## config.mk

```make
export PLATFORM = sky130hd
export DESIGN_NAME = rr_arbiter_8
export DESIGN_NICKNAME = d
export VERILOG_FILES = /design/src/rtl/rr_arbiter_8.sv
export SDC_FILE = /design/constraint.sdc
export NUM_CORES = 1
export LEC_CHECK = 0
export ABC_AREA = 1
export CORE_ASPECT_RATIO = 0.75
export CORE_UTILIZATION = 54
export DETAILED_ROUTE_END_ITERATION = 8
export PLACE_DENSITY = 0.89
export SETUP_SLACK_MARGIN = 0.05
export SKIP_CTS_REPAIR_TIMING = 1
export SLEW_MARGIN = 20
export SYNTH_ARGS = -nofsm -noshare
export SYNTH_HDL_FRONTEND = slang
export SYNTH_SLANG_ARGS = --single-unit
```

## constraint.sdc

```tcl
create_clock -name clk -period 4.4 [get_ports clk]
set_input_delay 0.66 -clock clk [delete_from_list [all_inputs] [get_ports clk]]
set_output_delay 0.66 -clock clk [all_outputs]
set_load 0.03 [all_outputs]
```

## src/rtl/rr_arbiter_8.sv

```systemverilog
// Eight-requester round-robin arbiter with a registered one-hot grant,
// owner release via done/req drop, and a bounded hold time with timeout pulse.
module rr_arbiter_8 #(
  parameter int unsigned MAX_HOLD = 16,
  parameter int unsigned HCW      = 8
) (
  input  logic       clk,
  input  logic       rst_n,
  input  logic [7:0] req,
  input  logic       done,
  output logic [7:0] gnt,
  output logic [2:0] gnt_idx,
  output logic       gnt_valid,
  output logic       timeout
);

  localparam int unsigned NREQ = 8;
  localparam int unsigned IW   = 3;

  typedef enum logic {
    IDLE  = 1'b0,
    GRANT = 1'b1
  } state_t;

  state_t          state_q, state_d;
  logic [IW-1:0]   ptr_q, ptr_d;
  logic [HCW-1:0]  hold_q, hold_d;
  logic [IW-1:0]   idx_d;
  logic            valid_d;
  logic            timeout_d;
  logic [NREQ-1:0] gnt_d;

  logic [2*NREQ-1:0] req_dbl_c;
  logic [NREQ-1:0]   req_rot_c;
  logic [IW-1:0]     win_off_c;
  logic [IW-1:0]     win_idx_c;
  logic              rel_done_c;
  logic              rel_drop_c;
  logic              rel_hold_c;
  logic              release_c;

  // Rotate so the pointer position lands at bit 0, then take the lowest set bit.
  assign req_dbl_c = {req, req};
  assign req_rot_c = NREQ'(req_dbl_c >> ptr_q);

  always_comb begin
    win_off_c = '0;
    for (int i = NREQ - 1; i >= 0; i--) begin
      if (req_rot_c[i]) win_off_c = IW'(i);
    end
  end

  assign win_idx_c = ptr_q + win_off_c;

  // Release causes evaluated against the current owner.
  assign rel_done_c = done;
  assign rel_drop_c = ~req[gnt_idx];
  assign rel_hold_c = (hold_q == HCW'(MAX_HOLD - 1));
  assign release_c  = rel_done_c | rel_drop_c | rel_hold_c;

  // State register and all registered outputs.
  always_ff @(posedge clk or negedge rst_n) begin
    if (!rst_n) begin
      state_q   <= IDLE;
      ptr_q     <= '0;
      hold_q    <= '0;
      gnt_idx   <= '0;
      gnt_valid <= 1'b0;
      gnt       <= '0;
      timeout   <= 1'b0;
    end else begin
      state_q   <= state_d;
      ptr_q     <= ptr_d;
      hold_q    <= hold_d;
      gnt_idx   <= idx_d;
      gnt_valid <= valid_d;
      gnt       <= gnt_d;
      timeout   <= timeout_d;
    end
  end

  // Next-state and next-output logic.
  always_comb begin
    state_d   = state_q;
    ptr_d     = ptr_q;
    hold_d    = hold_q;
    idx_d     = gnt_idx;
    valid_d   = gnt_valid;
    timeout_d = 1'b0;

    case (state_q)
      IDLE: begin
        if (|req) begin
          idx_d   = win_idx_c;
          valid_d = 1'b1;
          hold_d  = '0;
          state_d = GRANT;
        end
      end
      GRANT: begin
        if (release_c) begin
          valid_d   = 1'b0;
          ptr_d     = gnt_idx + IW'(1);
          timeout_d = rel_hold_c & ~rel_done_c & ~rel_drop_c;
          state_d   = IDLE;
        end else begin
          hold_d = hold_q + HCW'(1);
        end
      end
      default: begin
        state_d = IDLE;
        valid_d = 1'b0;
      end
    endcase
  end

  // 3-to-8 decode of the next owner; zero whenever no grant is active.
  always_comb begin
    gnt_d = '0;
    if (valid_d) gnt_d[idx_d] = 1'b1;
  end

endmodule
```

; ---- Word level (Yosys, flattened, before mapping)
; Cells that the tools add are included.
; Widths: inputs -> output; s select.
[word_totals]
reg_bits = 25
in_bits = 11
output_inout_bits = 13
[op_classes]
n_addsub = 3
order_cmp = 3
eq_ne = 3
shifts = 1
muxes = 26
bitwise_logic = 7
reduce_logical = 4
[op_table]
columns = operator, count
row1 = $mux 3, 10
row2 = $mux 8, 3
row3 = $pmux 8 s2, 1
row4 = $shr 16x3->8, 1
row5 = $add 8x1->8 const B, 1
row6 = $eq 8x4->1 const B, 1
row7 = $lt 3x4->1 const B, 2
row8 = $mux 1, 8
row9 = $reduce_or 8->1, 1
row10 = $ne 2x2->1 const B, 2
row11 = $pmux 1 s2, 2
row12 = $reduce_and 2->1, 2
row13 = $add 3x1->3 const B, 1
row14 = $add 3x3->3, 1
row15 = $bmux 1 s3, 1
row16 = $demux 1 s3, 1
row17 = $ge 3x1->1 const B, 1
row18 = $not 1->1, 3
row19 = $and 1x1->1, 2
row20 = $or 1x1->1, 2
row21 = $logic_and 1x1->1, 1

; ---- Logic depth before layout (Yosys ltp)
[logic_depth]
ltp_word = 17
depth_mapped = 20
depth_no_buf = 19

; ---- Worst setup path before layout
; OpenSTA, ideal clock, no wires.
[synth_timing]
path_kind = in2reg
start = input port req[2]
end = register gnt[2]
setup_ps = 120
t_arrival_ps = 2627
t_required_ps = 4280
slack_ps = 1654
stages = 16
cell_sequence = nand2_1 -> nand3_2 -> nand3_1 -> nand2_1 -> a31oi_1 -> o21ai_0 -> nand2_1 -> a21boi_0 -> ha_1 -> inv_1 -> fa_1 -> inv_1 -> o21ai_0 -> inv_1 -> nand3_1 -> nor2_1
[synth_via]
elab_chain_len = 17
word_cells_on_any_way = 27
cone_classes = 1 x add/sub / 2 x order compare / 1 x shift / 18 x mux / 3 x bitwise / 2 x reduce/logical
[synth_rtl]
columns = item, line_no
row1 = start: declaration, 9  ; input logic [7:0] req,
row2 = $shr 16x3->8, 44  ; assign req_rot_c = NREQ'(req_dbl_c >> ptr_q);
row3 = $mux 3 (8 in series), 49  ; if (req_rot_c[i]) win_off_c = IW'(i);
row4 = $add 3x3->3, 53  ; assign win_idx_c = ptr_q + win_off_c;
row5 = $mux 3 (*), 93  ; if (|req) begin
row6 = $mux 3 (*), 91  ; case (state_q)
row7 = via idx_d[1], 28  ; logic [IW-1:0] idx_d;
row8 = $lt 3x4->1 (not written as such) / $ge 3x1->1 (equally long branches), 120  ; if (valid_d) gnt_d[idx_d] = 1'b1;
row9 = $logic_and 1x1->1 (not written as such), 120
row10 = $mux 1 (not written as such), 120
row11 = $demux 1 s3 (*), 120
row12 = $mux 8 (*), 120
row13 = via gnt_d[2], 31  ; logic [NREQ-1:0] gnt_d;
row14 = end signal: assignment, 77  ; gnt <= gnt_d;
row15 = end: declaration, 11  ; output logic [7:0] gnt,
; Mark *: on every way through the listed nets, which the timed path passes. The rest lies on a longest branch. The select of a mux whose other input is x is not followed.
; A chain may end at the register's enable or synchronous reset.

; ---- Worst setup path after layout
[layout_timing]
start = input port req[6]
end = register gnt[2]
; The elaborated chain is that of the path after synthesis.

==> results.json <==
{
  "ys_ff_latch": 25,
  "pre_cts_slack_ps": 760,
  "tightestPinTransition_ps": 552,
  "layout.nets": 265,
  "synthesis.area_sq_mm": 0.00168,
  "wirelength_um": 3800,
  "routed_via_density": 5.48,
  "synth_warnings": 0,
  "portBuffers": 23,
  "die-width_um": 66.5,
  "syn_avg_cell_area_sq_um": 7.41,
  "wire_per_inst_um": 13.2,
  "r2r_start": "ptr_q[0]",
  "grt.total_usage": 0.257,
  "layout-drive-gt1-share": 0.137,
  "drc_errors": 0,
  "yosysUniqueCellTypes": 28,
  "final_area_sq_mm": 0.00196,
  "final_cell_mix": "nand2_1 (61), nand3_1 (33), dfrtp_1 (25)",
  "cts-root-buf": "clkbuf_8",
  "finalCritPeriodShare": 0.777,
  "dpl_cell_area_sq_mm": 0.00192,
  "max_freq_mhz": 293,
  "hold_slack_ps": 366,
  "synth_top_area_share": 0.372,
  "antenna_found_initial": 0,
  "setup_viol": 0,
  "grt_overflow": 0,
  "ys_seq_area_frac": 0.372,
  "finalHoldViolations": 0,
  "grt_max_degree": 26,
  "core_sq_mm": 0.00296,
  "crit_start": "req[6]",
  "h-tree-depth": 1,
  "post-place-cells": 283,
  "fin_util": 0.663,
  "critPathCaptureType": "register",
  "reg2reg_depth": 16,
  "die_area_sq_mm": 0.00335,
  "area_delta_synth_final_pct": 16.5,
  "fin_crit_ps": 3420,
  "vias": 1573,
  "row_count": 17,
  "maxSlewHeadroom": 0.632,
  "drtAntennaViolNets": 0,
  "setup_slack_ps": 981,
  "clk_pin_slew_ps": 90,
  "synth_area_leaders": "dfrtp_1 (37%), nand2_1 (14%), nand3_1 (9.8%), nand2_2 (5.6%), nand3_2 (4.8%)",
  "final_common_cell": "nand2_1",
  "min_path_type": "input pin to async pin",
  "arrival_ps": 3580,
  "grt_setup_unrepaired": "no",
  "rrSetupSlack_ps": 1250,
  "path_class": "input pin to register",
  "clockBufferDepth": 2,
  "dp_hpwl_um": 2770,
  "syn-num-nets": 242,
  "yosysTopAreaCell": "dfrtp_1",
  "initial_utilization": 0.569,
  "worstSkewPairLatency_ps": 270,
  "first_pass_iters": 4,
  "grt_pass1_wl_um": 6440,
  "p_per_area_mw_per_mm2": 735,
  "finClkSkew_ps": 4.63,
  "r2r_end": "gnt[2]",
  "antenna_cells": 0,
  "cts_tree": "done",
  "io_pins": 24,
  "synth_cells": 227,
  "status": "completed",
  "cts_buffers": 3,
  "instances_no_fill": 287,
  "slew_viol_final": 0,
  "ir_worst_vdd_uv": 441,
  "total_power_mw": 1.44,
  "clock_sinks": 25,
  "leakage_nw": 0.969,
  "routabilityCongestion": 0.872,
  "crit_path_start_kind": "input pin",
  "required_ps": 4560,
  "drtIter0Drc": 107,
  "critPathMaxFanout": 4,
  "setup-tns-final_ps": 0,
  "die_h_um": 50.3,
  "cap_violations": 0,
  "grt_pass1_vias": 1404
}
[flip-flops by register name, summed over array words and instances, names as in the netlist]
name       flops
hold_q         8
timeout        1
gnt_idx        3
gnt_valid      1
state_q        1
ptr_q          3
gnt            8
[worst max-delay path: stages]
cell and delay [ps]:
clkdlybuf4s50_1 570, nand2_1 130, nand3_2 130, nand3_1 80, nand2_1 110, a31oi_1 80
o21ai_0 160, nand2_1 70, a21boi_0 160, ha_1 180, inv_1 60, fa_1 490
inv_1 40, o21ai_0 330, inv_1 150, nand3_1 130, nor2_1 60
[per-layer routing]
| layer | part of all wire | track usage | wire, um | up-vias |
|---|---|---|---|---|
| met4 | 0.0076 | 0.0496 | 29 | 0 |
| met1 | 0.48 | 0.386 | 1840 | 718 |
| met5 | 0 | 0 | 0 | - |
| li1 | - | - | - | 789 |
| met3 | 0.068 | 0.0614 | 259 | 4 |
| met2 | 0.44 | 0.378 | 1670 | 62 |
[where the power goes]
group	internal [mW]	total, mW	switching (mW)
logic	0.315	0.903	0.588
clock network	0.0642	0.140	0.0759
registers	0.295	0.398	0.103
[worst max path at each step]
| stage | end | slack [ps] | depth (start not counted) |
|---|---|---|---|
| global placement | gnt[2] | 880 | 17 |
| finish | gnt[2] | 980 | 17 |
| CTS | gnt[2] | 1020 | 17 |
| floorplan | gnt[2] | 1650 | 16 |
| global route | gnt[2] | 670 | 17 |
| detailed placement | gnt[2] | 760 | 17 |
[cell usage after synthesis]
master and n:
nand3_1 33, fa_1 1, o22ai_1 1, inv_1 19, nor3_1 1, buf_6 3, a21oi_1 2, inv_2 1
ha_1 3, inv_6 1, dfrtp_1 25, xnor2_1 1, o21ai_0 15, nand2_2 15, a21oi_2 1, nor4_1 2
nand3_2 8, buf_2 2, nor2_4 1, nand4_1 4, nor2_2 1, xor2_1 5, inv_4 1, a21boi_0 1
a31oi_1 1, nand2_1 61, o21bai_1 1, nor2_1 17
[cell families after synthesis]
kind of cell / Yosys count / share of synthesized area
and+or+nand+nor: 143 / 0.411
buffers and inverters: 27 / 0.0796
DFF: 25 / 0.372
AOI/OAI and AO/OA: 22 / 0.0721
xor gates and xnor gates: 6 / 0.0312
adders and majority gates: 4 / 0.0342
[layout make-up]
type	count	area (sq um)
timing repair buffer	23	225
clock buffer	3	41.3
multi-input combinational	175	923
inverter	22	90.1
clock inverter	1	7.51
fill	235	996
tap	38	47.5
sequential	25	626
No activity file was read; power rests on OpenSTA's default activity.
